<file path="src/rtl/rr_mux_pkg.sv">
// Shared types and helpers for the round-robin registered selector.
package rr_mux_pkg;

   localparam int unsigned CHAN_IDX_MAX_W = 16;

   // Wide scratch index used for wrap arithmetic before narrowing to SEL_W.
   typedef logic [CHAN_IDX_MAX_W-1:0] chan_idx_t;

   // Ceiling log2 with a floor of 1 so a channel index is never zero-width.
   function automatic int unsigned clog2(input int unsigned n);
      int unsigned r;
      r = 0;
      while ((32'd1 << r) < n) r++;
      return (r == 0) ? 1 : r;
   endfunction

endpackage

</file>
<file path="src/rtl/rr_mux_reg_grant.sv">
// Round-robin priority search: first requester at or after ptr, wrapping at N.
module rr_grant
   import rr_mux_pkg::*;
#(
   parameter int unsigned N     = 8,
   parameter int unsigned SEL_W = clog2(N)
) (
   input  logic [N-1:0]     req,
   input  logic [SEL_W-1:0] ptr,
   output logic [N-1:0]     grant_c,
   output logic [SEL_W-1:0] idx_c,
   output logic             any_c
);

   chan_idx_t cand;

   always_comb begin
      grant_c = '0;
      idx_c   = '0;
      any_c   = 1'b0;
      cand    = '0;
      for (int unsigned k = 0; k < N; k++) begin
         cand = chan_idx_t'(ptr) + chan_idx_t'(k);
         if (cand >= chan_idx_t'(N)) cand = cand - chan_idx_t'(N);
         if (!any_c && req[SEL_W'(cand)]) begin
            any_c                  = 1'b1;
            grant_c[SEL_W'(cand)]  = 1'b1;
            idx_c                  = SEL_W'(cand);
         end
      end
   end

endmodule

</file>
<file path="src/rtl/rr_mux_reg.sv">
// N-way round-robin selector with valid/ready handshake and registered output.
// Optional RR_MUX_CHAN_ID_EN adds out_chan, the source index of out_data.
module rr_mux_reg
   import rr_mux_pkg::*;
#(
   parameter int unsigned WIDTH = 16,
   parameter int unsigned N     = 8,
   parameter int unsigned SEL_W = clog2(N)
) (
   input  logic               clk,
   input  logic               reset,
   input  logic [N-1:0]       in_valid,
   input  logic [N*WIDTH-1:0] in_data,
   output logic [N-1:0]       in_ready,
   output logic               out_valid,
   output logic [WIDTH-1:0]   out_data,
   input  logic               out_ready
`ifdef RR_MUX_CHAN_ID_EN
   ,output logic [SEL_W-1:0]  out_chan
`endif
);

   logic [N-1:0]     grant_c;
   logic [SEL_W-1:0] grant_idx_c;
   logic             grant_any_c;
   logic             load_en_c;
   logic             load_c;
   logic [WIDTH-1:0] sel_data_c;

   logic             out_valid_q, out_valid_d;
   logic [WIDTH-1:0] out_data_q,  out_data_d;
   logic [SEL_W-1:0] rr_ptr_q,    rr_ptr_d;
`ifdef RR_MUX_CHAN_ID_EN
   logic [SEL_W-1:0] out_chan_q,  out_chan_d;
`endif

   rr_grant #(.N(N), .SEL_W(SEL_W)) u_grant (
      .req     (in_valid),
      .ptr     (rr_ptr_q),
      .grant_c (grant_c),
      .idx_c   (grant_idx_c),
      .any_c   (grant_any_c)
   );

   // Handshake and one-hot AND-OR data select; nothing is accepted while in reset.
   always_comb begin
      load_en_c  = ~out_valid_q | out_ready;
      load_c     = load_en_c & grant_any_c & ~reset;
      in_ready   = (load_en_c & ~reset) ? grant_c : '0;
      sel_data_c = '0;
      for (int unsigned i = 0; i < N; i++) begin
         if (grant_c[i]) sel_data_c = sel_data_c | in_data[i*WIDTH +: WIDTH];
      end
   end

   // Load takes priority over drain so back-to-back words flow at full rate.
   always_comb begin
      out_valid_d = out_valid_q;
      out_data_d  = out_data_q;
      rr_ptr_d    = rr_ptr_q;
`ifdef RR_MUX_CHAN_ID_EN
      out_chan_d  = out_chan_q;
`endif
      if (load_c) begin
         out_valid_d = 1'b1;
         out_data_d  = sel_data_c;
         rr_ptr_d    = (grant_idx_c == SEL_W'(N-1)) ? '0 : grant_idx_c + SEL_W'(1);
`ifdef RR_MUX_CHAN_ID_EN
         out_chan_d  = grant_idx_c;
`endif
      end else if (out_ready) begin
         out_valid_d = 1'b0;
      end
   end

   always_ff @(posedge clk) begin
      if (reset) begin
         out_valid_q <= 1'b0;
         out_data_q  <= '0;
         rr_ptr_q    <= '0;
`ifdef RR_MUX_CHAN_ID_EN
         out_chan_q  <= '0;
`endif
      end else begin
         out_valid_q <= out_valid_d;
         out_data_q  <= out_data_d;
         rr_ptr_q    <= rr_ptr_d;
`ifdef RR_MUX_CHAN_ID_EN
         out_chan_q  <= out_chan_d;
`endif
      end
   end

   assign out_valid = out_valid_q;
   assign out_data  = out_data_q;
`ifdef RR_MUX_CHAN_ID_EN
   assign out_chan  = out_chan_q;
`endif

endmodule

</file>
<file path="config.mk">
export PLATFORM = sky130hd
export DESIGN_NAME = rr_mux_reg
export DESIGN_NICKNAME = d
export VERILOG_FILES = /design/src/rtl/rr_mux_pkg.sv /design/src/rtl/rr_mux_reg_grant.sv /design/src/rtl/rr_mux_reg.sv
export SDC_FILE = /design/constraint.sdc
export NUM_CORES = 1
export LEC_CHECK = 0
export BUFFER_PORTS_ARGS = -buffer_cell sky130_fd_sc_hd__buf_4
export CAP_MARGIN = 20
export CORE_UTILIZATION = 44
export DETAILED_ROUTE_END_ITERATION = 10
export MAX_ROUTING_LAYER = met4
export PLACE_DENSITY = 0.81
export SETUP_SLACK_MARGIN = 0.2
export SLEW_MARGIN = 20
export SYNTH_ARGS = -nofsm -noshare
export SYNTH_HDL_FRONTEND = slang
export SYNTH_SLANG_ARGS = --single-unit
</file>
<file path="constraint.sdc">
create_clock -name clk -period 3.95 [get_ports clk]
set_input_delay 0.1975 -clock clk [delete_from_list [all_inputs] [get_ports clk]]
set_output_delay 0.1975 -clock clk [all_outputs]
set_load 0.02 [all_outputs]
</file>
==> results of run 1 <==
==> area by class of cell <==
type	instances	area (um2)	area share (%)
Sequential cell	20	400.4	7.797
Timing Repair Buffer	197	1490	29.02
Multi-Input combinational cell	370	2910	56.68
Inverter	44	165.2	3.216
Clock buffer	3	41.29	0.8041
Tap cell	102	127.6	2.485
==> layer usage <==
| metal | up-vias | global-route usage (%) | wire length [um] |
|---|---|---|---|
| met1 | 2251 | 44.63 | 5768 |
| met5 | - | - | 0 |
| met3 | 63 | 7.553 | 1789 |
| met2 | 370 | 56.73 | 7572 |
| li1 | 2192 | - | - |
| met4 | 0 | 14.84 | 643 |
==> flip-flops by register name, summed over array words and instances (netlist names) <==
name	flops
out_data	16
out_valid	1
rr_ptr_q	3
==> what timing repair did <==
action                     CTS  global route
setup buffers                3             5
setup endpoints to repair   24            24
cloned                       0             0
hold endpoints to repair     0             0
resized for setup            4             9
pin swaps                    3             2
==> cell families after synthesis <==
kind of cell | Yosys count
AO/OA/AOI/OAI | 177
AND/OR/NAND/NOR | 146
XOR/XNOR | 3
multiplexers | 36
buffers and inverters | 83
adder cells (fa/ha/maj) | 8
flip-flops | 20
==> report_power, final <==
group          internal, mW  switching, mW  leakage (nW)  total [mW]
logic                  1.46           2.05          2.08        3.51
clock network        0.0680         0.0705        0.0216       0.139
registers             0.299         0.0540         0.168       0.353
==> cell usage in the layout, fill, tap and decap left out, types with 17 or more instances in the layout <==
cell type,instances
and3_1,20
dfxtp_1,20
o22ai_1,21
a222oi_1,17
buf_4,194
a21oi_1,33
a31oi_1,20
inv_1,40
nand2_1,67
a221oi_1,33
==> metrics by stage <==
step | hold slack (ns) | std cells | utilization (%) | power (mW) | worst slack (ns)
floorplan | 0.2699 | 473 | - | 2.682 | 0.2101
global placement | 0.4052 | 725 | 63.69 | 3.586 | 0.1698
detailed placement | 0.4059 | 725 | 63.69 | 3.629 | 0.05693
CTS | 0.1307 | 731 | 64.73 | 3.835 | 0.2532
global route | 0.1255 | 736 | 65.77 | 4.248 | 0.2270
finish | 0.1329 | 736 | 65.77 | 4.003 | 0.3448
==> worst min-delay path by stage <==
stage	from	to	slack (ns)	cells after the start
floorplan	reset	out_valid$_SDFFE_PP0P_	0.27	1
CTS	reset	out_valid$_SDFFE_PP0P_	0.13	2
finish	reset	out_valid$_SDFFE_PP0P_	0.13	2
global placement	reset	out_valid$_SDFFE_PP0P_	0.41	2
global route	reset	out_valid$_SDFFE_PP0P_	0.13	2
detailed placement	reset	out_valid$_SDFFE_PP0P_	0.41	2
==> results.ini, run 1 <==
[status]
status=finished clean

[die]
dieArea_um2=8550
core_area_um2=7807
fp.dieH_um=92.47
io_pins=164
fp.dieW_um=92.47
initial_core_util_pct=46.12
row_count=32

[cells_and_area]
nets=783
drive_above_1_share_pct=40.54
nFillCells=679
stdcell_area_um2=5135
diodes=0
syn_to_final_growth_pct=42.60

[timing]
drv_slew=0
slew_headroom_pct=56.57
rsz0062_at_grt=false
fin_tns_setup_ns=0
fin_crit_ns=3.605
fmax_ghz=0.2774
setup_violations=0
worstMarginPinSlew_ns=0.6514
finalCritPeriodShare_pct=91.27
fin_skew_ns=0.003910
hold_viol=0

[grt]
grt_antenna_before_repair=0
grt_pass1_wl_um=23470
grt_use_total_pct=35.98
grt_max_degree=39
overflow=0
grt_pass1_vias=4561

[logic_synthesis]
synth_area_um2=3601
ys_types=64
ys_ff_latch=20
async_reset_ff_share_pct=0
synthMuxAreaShare_pct=16.05
synth.net_count=620
syn_avg_cell_area_um2=7.613
synth_edf_count=0
yosysWarnings=0
synth.top_cells.by_count=nand2_1 (68), inv_1 (40), a21oi_1 (34)
postSynthCellCount=473
yosysMostFrequentCell=nand2_1
synth_compound_area_share_pct=38.36
synth_top_area_share_pct=11.12
synth_flop_cell=dfxtp_1
yosysSeqAreaShare_pct=11.12
synth_adder_area_share_pct=2.780
yosys.area_share.simple_pct=20.19
synth_top_family_by_area=compound AO/OA/AOI/OAI gates
synth_area_leader_cell=dfxtp_1
synth_area_leaders=dfxtp_1 (11%), mux4_2 (9.4%), a221oi_1 (8.0%)
synth_xor_xnor_area_share_pct=0.9382

[cts]
clock_sinks=20
htreeDepth=1
cts_tree=done
numCtsBuffers=3
clk_latency_ns=0.26
root_buffer=clkbuf_8
path_clk_slew_ns=0.07
postCtsHoldBufs=0
clock_path_buffers=2

[worst_setup_path]
worstPathRequired_ns=3.75
cp.arrival_ns=3.41
path_max_fanout=38
rr_startpoint=rr_ptr_q[1]$_SDFFE_PP0P_
cp.depth=9
start_kind=flop
critPathMaxStageDelay_ns=0.70
cp_cell_sequence=buf_4 -> mux4_2 -> mux2i_2 -> and2_1 -> and2_4 -> nand4b_4 -> o311ai_4 -> nor2b_4 -> buf_4
r2r_end=out_data[4]$_SDFFE_PP0P_
cp.buffers_inverters=2
cp-end-kind=output pin
critical_path.top_delay_family=multiplexers
cp-endpoint=in_ready[7]
ff2ff_path_depth=12
r2r_slack_ns=0.41
cpMostUsedCell=buf_4
crit_type=reg2out
slowest_stage=mux4_2
startpoint=rr_ptr_q[0]$_SDFFE_PP0P_

[route]
via_per_inst=6.625
drc=0
vias=4876
dr.pass1.iters=6
drt_iter0_drc=609
avgRoutedWirePerCell_um=21.43
finalWirelength_um=15770
postRouteAntennaNets=0

[job]
cap_violations=0

[placed_design]
port_buffers=163
hpwl_um=11990
gp_congestion=1.077
dpl-instance-area_um2=4972

[power_and_ir_drop]
vdd_drop_max_v=0.0006030
power_density_nw_per_um2=779.5
p_leak_nw=2.271

[min_path]
hp-class=in2reg

Power figures use the tool's default switching activity.
==> run 2, diff against run 1 <==
--- a/config.mk
+++ b/config.mk
@@ -11,6 +11,7 @@
 export DETAILED_ROUTE_END_ITERATION = 10
 export MAX_ROUTING_LAYER = met4
 export PLACE_DENSITY = 0.81
+export RECOVER_POWER = 25
 export SETUP_SLACK_MARGIN = 0.2
 export SLEW_MARGIN = 20
 export SYNTH_ARGS = -nofsm -noshare
==> run 2 against run 1 <==
Effect of this change: design area fell by 0.80%; largest cell class unchanged; setup slack got worse by 0.019 ns; clock skew barely moved; total power fell by 1.0%; combinational power fell by 1%; wire length rose by 0.73%; worst hold slack barely moved; largest power group unchanged; die area did not move; cell count did not move; clock-buffer cell count did not move.
==> results.ini, run 2 (synthesized netlist as in run 1, its figures left out) <==
[cells_and_area]
diodes=0  ; unchanged
layout_common_cells=buf_4 (183), nand2_1 (67), inv_1 (40)
drive_above_1_share_pct=38.80  ; -1.7 points
layoutNonFillerInstCount=736  ; unchanged
syn_to_final_growth_pct=41.45
final_common_cell=buf_4
nFillCells=695  ; +2.4%
largest_reg_flops=16  ; unchanged
nets=783  ; unchanged

[placed_design]
port_buffers=163  ; unchanged
gp_congestion=1.077  ; unchanged
dp_cells=725  ; unchanged
hpwl_um=11990  ; unchanged

[cts]
clk_latency_ns=0.26  ; about the same
clock_sinks=20  ; unchanged
root_buffer=clkbuf_8
cts_tree=done
path_clk_slew_ns=0.08  ; about the same
numCtsBuffers=3  ; unchanged
clock_path_buffers=2  ; unchanged
postCtsHoldBufs=0  ; unchanged
htreeDepth=1  ; unchanged

[timing]
drv_slew=0  ; unchanged
setup_violations=0  ; unchanged
fin_crit_ns=3.624  ; +0.01895 ns
finalCritPeriodShare_pct=91.75  ; +0.48 points
fmax_ghz=0.2759  ; -0.52%
worstMarginPinSlew_ns=0.6795  ; +0.02813 ns
fin_skew_ns=0.003703  ; -0.0002066 ns
fin_tns_setup_ns=0  ; unchanged
rsz0062_at_grt=false
hold_viol=0  ; unchanged
slew_headroom_pct=54.70  ; -1.9 points

[power_and_ir_drop]
vdd_drop_max_v=0.0005997  ; -0.55%
power_density_nw_per_um2=777.9  ; -0.21%
p_leak_nw=2.230  ; -1.8%

[die]
io_pins=164  ; unchanged
dieArea_um2=8550  ; unchanged
fp.dieW_um=92.47  ; unchanged
row_count=32  ; unchanged
fp.dieH_um=92.47  ; unchanged
initial_core_util_pct=46.12  ; unchanged
core_area_um2=7807  ; unchanged

[worst_setup_path]
path_max_fanout=38  ; unchanged
cp.arrival_ns=3.43  ; +0.02 ns
crit_type=reg2out
start_kind=flop
cp-end-kind=output pin
worstPathRequired_ns=3.75  ; about the same

[route]
via_per_inst=6.717  ; +1.4%
avgRoutedWirePerCell_um=21.59  ; +0.73%
postRouteAntennaNets=0  ; unchanged
dr.pass1.iters=8  ; +2
drc=0  ; unchanged
finalWirelength_um=15890  ; +0.73%
drt_iter0_drc=696  ; +14%
vias=4944  ; +1.4%

[grt]
grt_pass1_wl_um=23470  ; unchanged
grt_antenna_before_repair=0  ; unchanged
overflow=0  ; unchanged
grt_max_degree=39  ; unchanged
grt_use_total_pct=35.98  ; unchanged
grt_pass1_vias=4561  ; unchanged

[job]
cap_violations=0  ; unchanged

[min_path]
hp-class=in2reg

[status]
status=finished clean

## run 2: worst paths after layout
path / startpoint / end / slack (ns) / cells after the start
setup / recovery: rr_ptr_q[0]$_SDFFE_PP0P_ / in_ready[7] / 0.33 / 9
setup reg to reg: rr_ptr_q[1]$_SDFFE_PP0P_ / out_data[5]$_SDFFE_PP0P_ / 0.42 / 12
hold / removal: reset / out_valid$_SDFFE_PP0P_ / 0.13 / 2
hold reg to reg: out_data[10]$_SDFFE_PP0P_ / out_data[10]$_SDFFE_PP0P_ / 0.51 / 2
## run 2: cell type report
type / instances / area, um2 / share of cell area, %
Sequential cell: 20 / 400.4 / 7.860
Inverter: 44 / 165.2 / 3.242
Clock buffer: 3 / 41.29 / 0.8106
Tap cell: 102 / 127.6 / 2.506
Timing Repair Buffer: 197 / 1449 / 28.45
Multi-Input combinational cell: 370 / 2910 / 57.14
## run 2: power breakdown
group          switching [mW]  internal, mW
Combinational            2.06          1.42
Sequential             0.0515         0.299
Clock                  0.0708        0.0680
Total                    2.18          1.78
## run 2: routing by layer
layer | vias to the layer above | GRT usage (%) | share of wire [%]
li1 | 2191 | - | -
met1 | 2302 | 44.63 | 37
met2 | 383 | 56.73 | 48
met3 | 68 | 7.553 | 11
met4 | 0 | 14.84 | 4.3
met5 | - | - | 0
## run 2: timing repair
item                                    4_1_cts  5_1_grt
buffers inserted                              3        5
pin swaps                                     3        2
endpoints found under the hold margin         0        0
resized for setup                             4        9
endpoints found under the setup margin       24       24
## run 2: stage by stage
stage	hold WS, ns	utilization [%]	setup WS [ns]	instance area [um2]	total power [mW]
after global routing	0.1255	65.24	0.2270	5094	4.201
final	0.1326	65.24	0.3259	5094	3.962
after floorplan	0.2699	-	0.2101	3641	2.682
after CTS	0.1307	64.73	0.2532	5054	3.835
after global placement	0.4052	63.69	0.1698	4972	3.586
after detailed placement	0.4059	63.69	0.05693	4972	3.629
## run 2: critical path: stages (launching register included)
cell and delay [ns]:
dfxtp_1 0.35, buf_4 0.40, mux4_2 0.71, mux2i_2 0.32
and2_1 0.28, and2_4 0.23, nand4b_4 0.17, o311ai_4 0.36
nor2b_4 0.20, buf_4 0.15
==> run 3, diff against run 2 <==
--- a/config.mk
+++ b/config.mk
@@ -7,10 +7,11 @@
 export LEC_CHECK = 0
 export BUFFER_PORTS_ARGS = -buffer_cell sky130_fd_sc_hd__buf_4
 export CAP_MARGIN = 20
-export CORE_UTILIZATION = 44
+export CORE_ASPECT_RATIO = 0.8
+export CORE_UTILIZATION = 32
 export DETAILED_ROUTE_END_ITERATION = 10
 export MAX_ROUTING_LAYER = met4
-export PLACE_DENSITY = 0.81
+export PLACE_DENSITY = 0.62
 export RECOVER_POWER = 25
 export SETUP_SLACK_MARGIN = 0.2
 export SLEW_MARGIN = 20
==> run 3 against run 2 <==
Effect of this change: combinational power rose by 3%; largest cell class unchanged; register-to-register slack got worse by 0.02 ns; non-clock buffer count fell by 1; first-iteration DRC count fell by 14%; cell count rose by 5.6%; wire length rose by 3.5%; sequential power barely moved; clock-buffer cell count did not move; design area rose by 2.2%; critical path depth rose by 2; core utilization fell by 18 points.
==> results.ini, run 3 (synthesized netlist as in run 1, its figures left out) <==
[status]
status=finished clean

[worst_setup_path]
start_kind=flop
worstPathRequired_ns=3.75  ; about the same
crit_type=reg2out
path_max_fanout=7  ; -82%
cp.arrival_ns=3.41  ; -0.02 ns
cp-end-kind=output pin

[route]
avgRoutedWirePerCell_um=21.17  ; -1.9%
postRouteAntennaNets=0  ; unchanged
finalWirelength_um=16450  ; +3.5%
via_per_inst=6.174  ; -8.1%
drc=0  ; unchanged
drt_iter0_drc=598  ; -14%
dr.pass1.iters=8  ; unchanged
vias=4797  ; -3.0%

[timing]
finalCritPeriodShare_pct=91.44  ; -0.31 points
hold_viol=0  ; unchanged
fin_crit_ns=3.612  ; -0.01226 ns
fin_skew_ns=0.002374  ; -0.001329 ns
fmax_ghz=0.2769  ; +0.34%
fin_hold_ws_ns=0.1336  ; +0.0009910 ns
rsz0062_at_grt=false
slew_headroom_pct=53.57  ; -1.1 points
drv_slew=0  ; unchanged
worstMarginPinSlew_ns=0.6948  ; +0.01525 ns
fin_tns_setup_ns=0  ; unchanged
setup_violations=0  ; unchanged

[grt]
grt_pass1_vias=4538  ; -0.50%
overflow=0  ; unchanged
grt_use_total_pct=27.99  ; -8.0 points
grt_antenna_before_repair=0  ; unchanged
grt_pass1_wl_um=25010  ; +6.6%
grt_max_degree=39  ; unchanged

[cells_and_area]
nets=782  ; -0.13%
utilization_pct=47.61  ; -18 points
final_common_cell=buf_4
layoutNonFillerInstCount=777  ; +5.6%
largest_reg_flops=16  ; unchanged
layout_common_cells=buf_4 (180), nand2_1 (66), inv_1 (39)
syn_to_final_growth_pct=44.54
diodes=0  ; unchanged
drive_above_1_share_pct=39.18  ; +0.38 points

[die]
row_count=34  ; +6.3%
io_pins=164  ; unchanged
initial_core_util_pct=32.94  ; -13 points
fp.dieH_um=96.88  ; +4.8%
dieArea_um2=11680  ; +37%
core_area_um2=10930  ; +40%
fp.dieW_um=120.6  ; +30%

[power_and_ir_drop]
power_density_nw_per_um2=794.0  ; +2.1%
vdd_drop_max_v=0.0002914  ; -51%
p_leak_nw=2.245  ; +0.68%
p_total_mw=4.133  ; +4.3%

[placed_design]
hpwl_um=12690  ; +5.9%
port_buffers=163  ; unchanged
dp_cells=767  ; +5.8%
gp_congestion=0.9800  ; -9.0%

[cts]
clock_path_buffers=2  ; unchanged
root_buffer=clkbuf_16
clk_latency_ns=0.26  ; about the same
htreeDepth=1  ; unchanged
clock_sinks=20  ; unchanged
cts_tree=done
numCtsBuffers=3  ; unchanged
path_clk_slew_ns=0.06  ; -0.02 ns

[min_path]
hp-class=in2reg

[job]
cap_violations=0  ; unchanged

[run 3: critical path: stages, from the launching register on]
cell,delay (ns)
dfxtp_1,0.35
inv_2,0.09
ha_4,0.32
mux2_1,0.35
mux4_2,0.51
o32ai_4,0.27
and2_4,0.24
nand4b_4,0.18
o311ai_4,0.40
buf_12,0.16
nor2b_4,0.12
buf_4,0.15
[run 3: worst paths after layout]
path                                  from                         to  slack [ns]  depth (start not counted)
hold reg to reg   out_data[5]$_SDFFE_PP0P_   out_data[5]$_SDFFE_PP0P_        0.51                          2
setup reg to reg  rr_ptr_q[1]$_SDFFE_PP0P_  out_data[10]$_SDFFE_PP0P_        0.40                         13
setup / recovery  rr_ptr_q[1]$_SDFFE_PP0P_                in_ready[7]        0.34                         11
hold / removal                       reset     out_valid$_SDFFE_PP0P_        0.13                          2
[run 3: metal layers]
layer  GRT usage, %  up-vias  share of wire, %
met4          7.787        0               2.1
met1          37.12     2271                43
met5              -        -                 0
li1               -     2196                 -
met2          42.71      293                46
met3          5.955       37               9.2
[run 3: per-stage QoR]
step	cell area (um2)	setup WS (ns)
after detailed placement	5037	0.2233
final	5205	0.3381
after CTS	5155	0.2275
after global placement	5037	0.2707
after global routing	5205	0.2042
after floorplan	3641	0.2101
[run 3: cell type report]
cell class,instances,area (um2)
multi-input combinational,370,2927
inverter,44,165.2
clock buffer,3,75.07
sequential,20,400.4
timing repair buffer,196,1458
tap,144,180.2
fill,1055,5728
[run 3: power by group]
group | internal (mW) | switching [mW] | total (mW) | leakage [nW]
combinational | 1.47 | 2.09 | 3.56 | 2.04
sequential | 0.299 | 0.0540 | 0.353 | 0.168
clock | 0.134 | 0.0853 | 0.219 | 0.0370
total | 1.90 | 2.23 | 4.13 | 2.25
[run 3: what timing repair did]
action,CTS,global route
pin swaps,2,4
resized for setup,8,10
setup buffers,2,5
hold buffers,0,0
endpoints found under the setup margin,5,20
